--- src/rtl/mem_stage_ctrl.sv ---
// Memory-stage controller: drives a multi-cycle req/ack data-memory port from
// the EX/MEM register, stalls upstream while an access is outstanding, aborts
// on misalignment or timeout, and registers results into MEM/WB outputs.
module mem_stage_ctrl #(
    parameter int unsigned TIMEOUT = 16
) (
    input  logic        clk_i,
    input  logic        rst_i,
    input  logic [31:0] ALUout_i,
    input  logic [31:0] WD_i,
    input  logic [4:0]  RD_i,
    input  logic        RegWrite_i,
    input  logic        MemtoReg_i,
    input  logic        MemRead_i,
    input  logic        MemWrite_i,
    output logic        stall_o,
    output logic        mem_req_o,
    output logic        mem_we_o,
    output logic [31:0] mem_addr_o,
    output logic [31:0] mem_wdata_o,
    input  logic        mem_ack_i,
    input  logic [31:0] mem_rdata_i,
    output logic [31:0] ALUout_o,
    output logic [31:0] ReadData_o,
    output logic [4:0]  RD_o,
    output logic        RegWrite_o,
    output logic        MemtoReg_o,
    output logic        err_o
);

    typedef enum logic {
        IDLE = 1'b0,
        BUSY = 1'b1
    } state_t;

    // Last counter value before the access is abandoned.
    localparam logic [7:0] CNT_LAST = 8'(TIMEOUT - 1);

    state_t      state_r;
    state_t      next_state_s;
    logic [7:0]  cnt_r;
    logic        cnt_inc_s;
    logic        latch_s;
    logic        stall_s;
    logic        err_next_s;

    // Control bits captured at request time; the latched ALU result is
    // mem_addr_o itself, since an aligned access uses ALUout_i unchanged.
    logic [4:0]  lat_rd_r;
    logic        lat_regwrite_r;
    logic        lat_memtoreg_r;

    logic [31:0] wb_aluout_s;
    logic [31:0] wb_readdata_s;
    logic [4:0]  wb_rd_s;
    logic        wb_regwrite_s;
    logic        wb_memtoreg_s;

    logic        access_s;
    logic        misaligned_s;

    assign access_s     = MemRead_i | MemWrite_i;
    assign misaligned_s = (ALUout_i[1:0] != 2'b00);
    assign mem_req_o    = (state_r == BUSY);
    // Reset forces the stall low immediately so upstream is released with it.
    assign stall_o      = stall_s & ~rst_i;

    // Next-state, stall and MEM/WB next-value selection.
    always_comb begin
        next_state_s  = state_r;
        stall_s       = 1'b0;
        latch_s       = 1'b0;
        cnt_inc_s     = 1'b0;
        err_next_s    = 1'b0;
        wb_aluout_s   = 32'h0000_0000;
        wb_readdata_s = 32'h0000_0000;
        wb_rd_s       = 5'd0;
        wb_regwrite_s = 1'b0;
        wb_memtoreg_s = 1'b0;
        case (state_r)
            IDLE: begin
                if (!access_s) begin
                    wb_aluout_s   = ALUout_i;
                    wb_rd_s       = RD_i;
                    wb_regwrite_s = RegWrite_i;
                    wb_memtoreg_s = MemtoReg_i;
                end else if (misaligned_s) begin
                    err_next_s = 1'b1;
                end else begin
                    stall_s      = 1'b1;
                    latch_s      = 1'b1;
                    next_state_s = BUSY;
                end
            end
            BUSY: begin
                if (mem_ack_i) begin
                    wb_aluout_s   = mem_addr_o;
                    wb_readdata_s = mem_we_o ? 32'h0000_0000 : mem_rdata_i;
                    wb_rd_s       = lat_rd_r;
                    wb_regwrite_s = lat_regwrite_r;
                    wb_memtoreg_s = lat_memtoreg_r;
                    next_state_s  = IDLE;
                end else if (cnt_r == CNT_LAST) begin
                    err_next_s   = 1'b1;
                    next_state_s = IDLE;
                end else begin
                    stall_s   = 1'b1;
                    cnt_inc_s = 1'b1;
                end
            end
            default: begin
                next_state_s = IDLE;
            end
        endcase
    end

    // State, wait counter and request latches.
    always_ff @(posedge clk_i or posedge rst_i) begin
        if (rst_i) begin
            state_r        <= IDLE;
            cnt_r          <= 8'd0;
            mem_we_o       <= 1'b0;
            mem_addr_o     <= 32'h0000_0000;
            mem_wdata_o    <= 32'h0000_0000;
            lat_rd_r       <= 5'd0;
            lat_regwrite_r <= 1'b0;
            lat_memtoreg_r <= 1'b0;
        end else begin
            state_r <= next_state_s;
            if (latch_s) begin
                cnt_r          <= 8'd0;
                mem_we_o       <= MemWrite_i;
                mem_addr_o     <= ALUout_i;
                mem_wdata_o    <= WD_i;
                lat_rd_r       <= RD_i;
                lat_regwrite_r <= RegWrite_i;
                lat_memtoreg_r <= MemtoReg_i;
            end else if (cnt_inc_s) begin
                cnt_r <= cnt_r + 8'd1;
            end
        end
    end

    // MEM/WB pipeline register and error pulse.
    always_ff @(posedge clk_i or posedge rst_i) begin
        if (rst_i) begin
            ALUout_o   <= 32'h0000_0000;
            ReadData_o <= 32'h0000_0000;
            RD_o       <= 5'd0;
            RegWrite_o <= 1'b0;
            MemtoReg_o <= 1'b0;
            err_o      <= 1'b0;
        end else begin
            ALUout_o   <= wb_aluout_s;
            ReadData_o <= wb_readdata_s;
            RD_o       <= wb_rd_s;
            RegWrite_o <= wb_regwrite_s;
            MemtoReg_o <= wb_memtoreg_s;
            err_o      <= err_next_s;
        end
    end

endmodule

--- config.mk ---
export PLATFORM = sky130hd
export DESIGN_NAME = mem_stage_ctrl
export DESIGN_NICKNAME = d
export VERILOG_FILES = /design/src/rtl/mem_stage_ctrl.sv
export SDC_FILE = /design/constraint.sdc
export NUM_CORES = 1
export LEC_CHECK = 0
export CAP_MARGIN = 15
export CORE_MARGIN = 3
export CORE_UTILIZATION = 45
export DETAILED_ROUTE_END_ITERATION = 10
export PLACE_DENSITY = 0.93
export SYNTH_ARGS = -nofsm -noshare
export SYNTH_HDL_FRONTEND = slang
export SYNTH_SLANG_ARGS = --single-unit
--- constraint.sdc ---
create_clock -name clk_i -period 12.2 [get_ports clk_i]
set_clock_uncertainty 0.1 [all_clocks]
set_input_delay 1.83 -clock clk_i [delete_from_list [all_inputs] [get_ports clk_i]]
set_output_delay 1.83 -clock clk_i [all_outputs]
set_load 0.01 [all_outputs]
==> flow_metrics.env <==
export IMPL_r2r_cells=4
export IMPL_postCtsSetupRepairBufs=0
export IMPL_synth_area_leader_cell="dfrtp_1"
export IMPL_dieArea_um2=13700
export IMPL_syn_inst=366
export IMPL_vias=3878
export IMPL_cp_cell_sequence="clkdlybuf4s50_1, nor2b_1, o31ai_4, and2_1, nor2_1, clkdlybuf4s50_1"
export IMPL_cp_start_kind="input port"
export IMPL_io_pins=247
export IMPL_clk_insertion_delay_late_ps=420
export IMPL_power_frac_seq_pct=42.1
export IMPL_firstDrtPassIters=4
export IMPL_yosysWarnings=0
export IMPL_slowest_stage="clkdlybuf4s50_1"
export IMPL_clockBufferDepth=2
export IMPL_cts_tree="done"
export IMPL_crit_required_ps=10270
export IMPL_clkTransAtPathRegs_ps=60
export IMPL_rsz0062_at_grt="no"
export IMPL_finalSetupTns_ps=0
export IMPL_power_density_nw_per_um2=168
export IMPL_dieHeight_um=117
export IMPL_clock_root_buffer="clkbuf_16"
export IMPL_cts_hold_buf=0
export IMPL_fin_ws_ps=6640
export IMPL_yosysMostFrequentCell="dfrtp_1"
export IMPL_p_leak_nw=3.89
export IMPL_port_buffers=246
export IMPL_slew_viol_final=0
export IMPL_layout_min_cycle_time_ps=5560
export IMPL_status="finished clean"
export IMPL_syn_num_nets=475
export IMPL_ant_nets=0
export IMPL_async_flop_share_pct=100
export IMPL_numCtsBuffers=17
export IMPL_worst_slew_pin_slew_ps=1010
export IMPL_synth_area_leaders="dfrtp_1 69%, mux2_2 14%, a22o_1 6.1%"
export IMPL_fp_coreArea_um2=12100
export IMPL_grt_max_degree=83
export IMPL_gp_congestion=0.776
export IMPL_p_clk_share_pct=36.2
export IMPL_seq_area_frac_synth_pct=68.7
export IMPL_worst_slew_margin_rel_pct=32.5
export IMPL_drc=0
export IMPL_hold_depth=1
export IMPL_grt_usage_pct=21.9
export IMPL_hold_viol_final=0
export IMPL_synth_main_ff_cell="dfrtp_1"
export IMPL_yosys_register_bits=153
export IMPL_crit_buf_inv=2
export IMPL_wl_um=14900
export IMPL_num_rows=40
export IMPL_routed_via_density=4.87
export IMPL_period_share_pct=45.6
export IMPL_syn_avg_cell_area_um2=15.2
export IMPL_cts_num_sinks=153
export IMPL_p_comb_share_pct=21.6
export IMPL_yosysTopAreaCellShare_pct=68.7
export IMPL_peakVddDrop_mv=0.118
export IMPL_path_max_fanout=7
export IMPL_gr_total_overflow=0
export IMPL_diodes=0
export IMPL_critical_path_top_delay_family="buffers and inverters"
export IMPL_internal_power_w=0.00113
export IMPL_synth_cell_types=30
export IMPL_maxCapViolCount=0
export IMPL_synth_edf_count=0
export IMPL_cpMostUsedCell="clkdlybuf4s50_1"
export IMPL_cts_resized=0
export IMPL_r2r_start="mem_req_o$_DFF_PP0_"
export IMPL_drt_initial_drc_count=284
export IMPL_place_hpwl_um=10600
export IMPL_grt_pass1_vias=4144
export IMPL_wl_per_cell_um=18.7
export IMPL_hold_end="mem_wdata_o[23]$_DFFE_PP0P_"
export IMPL_initial_utilization_pct=46.2
export IMPL_end_kind="primary output"
export IMPL_antenna_found_initial=0
export IMPL_final_util_pct=73.1
export IMPL_critPathArrivalTime_ps=3630
export IMPL_max_stage_delay_ps=540
export IMPL_synth_common_cells="153 x dfrtp_1, 70 x mux2_2, 39 x a22o_1, 35 x and2_1"
export IMPL_cts_htree_levels=4
export IMPL_grt_pass1_wl_um=22200
export IMPL_setup_violations=0
export IMPL_netlist_area_um2=5570
export IMPL_fin_nets=725
export IMPL_timing_fmax_mhz=180
export IMPL_rrSetupSlack_ps=10040
export IMPL_drive_gt1_share_pct=17.5
export IMPL_hold_path_class="reg2reg"
export IMPL_dp_slack_ps=6670
export IMPL_r2r_end="mem_wdata_o[7]$_DFFE_PP0P_"
export IMPL_die_w_um=117
export IMPL_timing_worst_setup_path_type="in2out"
export IMPL_holdCritStartpoint="mem_wdata_o[23]$_DFFE_PP0P_"
export IMPL_switching_power_w=0.000358
export IMPL_area_delta_synth_final_pct=58.3
export IMPL_power_switching_share_pct=24.1
-- power by group through the flow --
stage | combinational, W | clock, W | sequential (W)
after floorplan | 0.0000897 | 0 | 0.000660
after global placement | 0.000312 | 0 | 0.000626
after detailed placement | 0.000323 | 0 | 0.000634
after CTS | 0.000326 | 0.000548 | 0.000626
after global routing | 0.000343 | 0.000571 | 0.000635
final | 0.000321 | 0.000538 | 0.000626
-- kinds of logic (layout without fill, tap and decap cells) --
| group | after synthesis | count (layout) | synth area share (%) |
|---|---|---|---|
| adder cells (fa/ha/maj) | 1 | 1 | 0.225 |
| multiplexers | 71 | 71 | 14.3 |
| AO/OA/AOI/OAI | 52 | 52 | 7.91 |
| XOR/XNOR | 1 | 1 | 0.157 |
| flip-flops | 153 | 153 | 68.7 |
| buffers and inverters | 23 | 285 | 1.77 |
| AND/OR/NAND/NOR | 65 | 65 | 6.87 |
-- stage by stage --
stage	instances	total power [W]	hold WS (ps)	area, um^2
4_1_cts	796	0.00150	396	8820
6_report	796	0.00148	401	8820
3_3_place_gp	765	0.000938	374	8210
2_1_floorplan	366	0.000749	367	5570
3_5_place_dp	765	0.000957	382	8210
5_1_grt	796	0.00155	416	8820
-- layout by cell type, fill, tap and decap left out, types with 2 or more instances in the layout --
| cell | n |
|---|---|
| nor2_1 | 3 |
| clkinv_2 | 4 |
| inv_1 | 2 |
| clkbuf_1 | 4 |
| a211o_1 | 2 |
| and3_1 | 2 |
| bufinv_16 | 4 |
| dfrtp_1 | 153 |
| nor2b_1 | 2 |
| nor3_1 | 3 |
| and2_1 | 36 |
| a22o_1 | 39 |
| clkbuf_16 | 17 |
| mux2_2 | 70 |
| clkdlybuf4s50_1 | 246 |
| a21oi_1 | 2 |
| nand3_1 | 7 |
| buf_4 | 5 |
| o21ai_0 | 4 |
| and3_2 | 2 |
| nand2_1 | 5 |
-- flip-flops by register name (all words and copies together), names as in the netlist, 5 cells and up --
name,cells
cnt_r,8
ReadData_o,32
ALUout_o,32
lat_rd_r,5
mem_addr_o,32
RD_o,5
mem_wdata_o,32
-- layer usage --
| metal | track usage (%) | wire length [um] |
|---|---|---|
| met5 | 0 | 0 |
| met3 | 6.84 | 1060 |
| met1 | 23.0 | 5220 |
| met2 | 40.0 | 8300 |
| met4 | 9.25 | 308 |
-- worst max path at each step --
stage               startpoint                    end  slack [ps]  depth (start not counted)
global placement     mem_ack_i                stall_o        6700                          6
floorplan                rst_i  ALUout_o[0]$_DFF_PP0_        6150                          1
CTS                  mem_ack_i                stall_o        6650                          6
global route         mem_ack_i                stall_o        6540                          6
detailed placement   mem_ack_i                stall_o        6670                          6
finish               mem_ack_i                stall_o        6640                          6
-- layout make-up --
class                   count  area, um^2
flip-flops and latches    153        3830
fillers                   766        3250
repair buffers            251        2500
multi-input cells         190        1660
clock buffers              22         454
well taps                 168         210
clock inverters             9         148
inverters                   3        16.3
No activity file was read; power rests on OpenSTA's default activity.
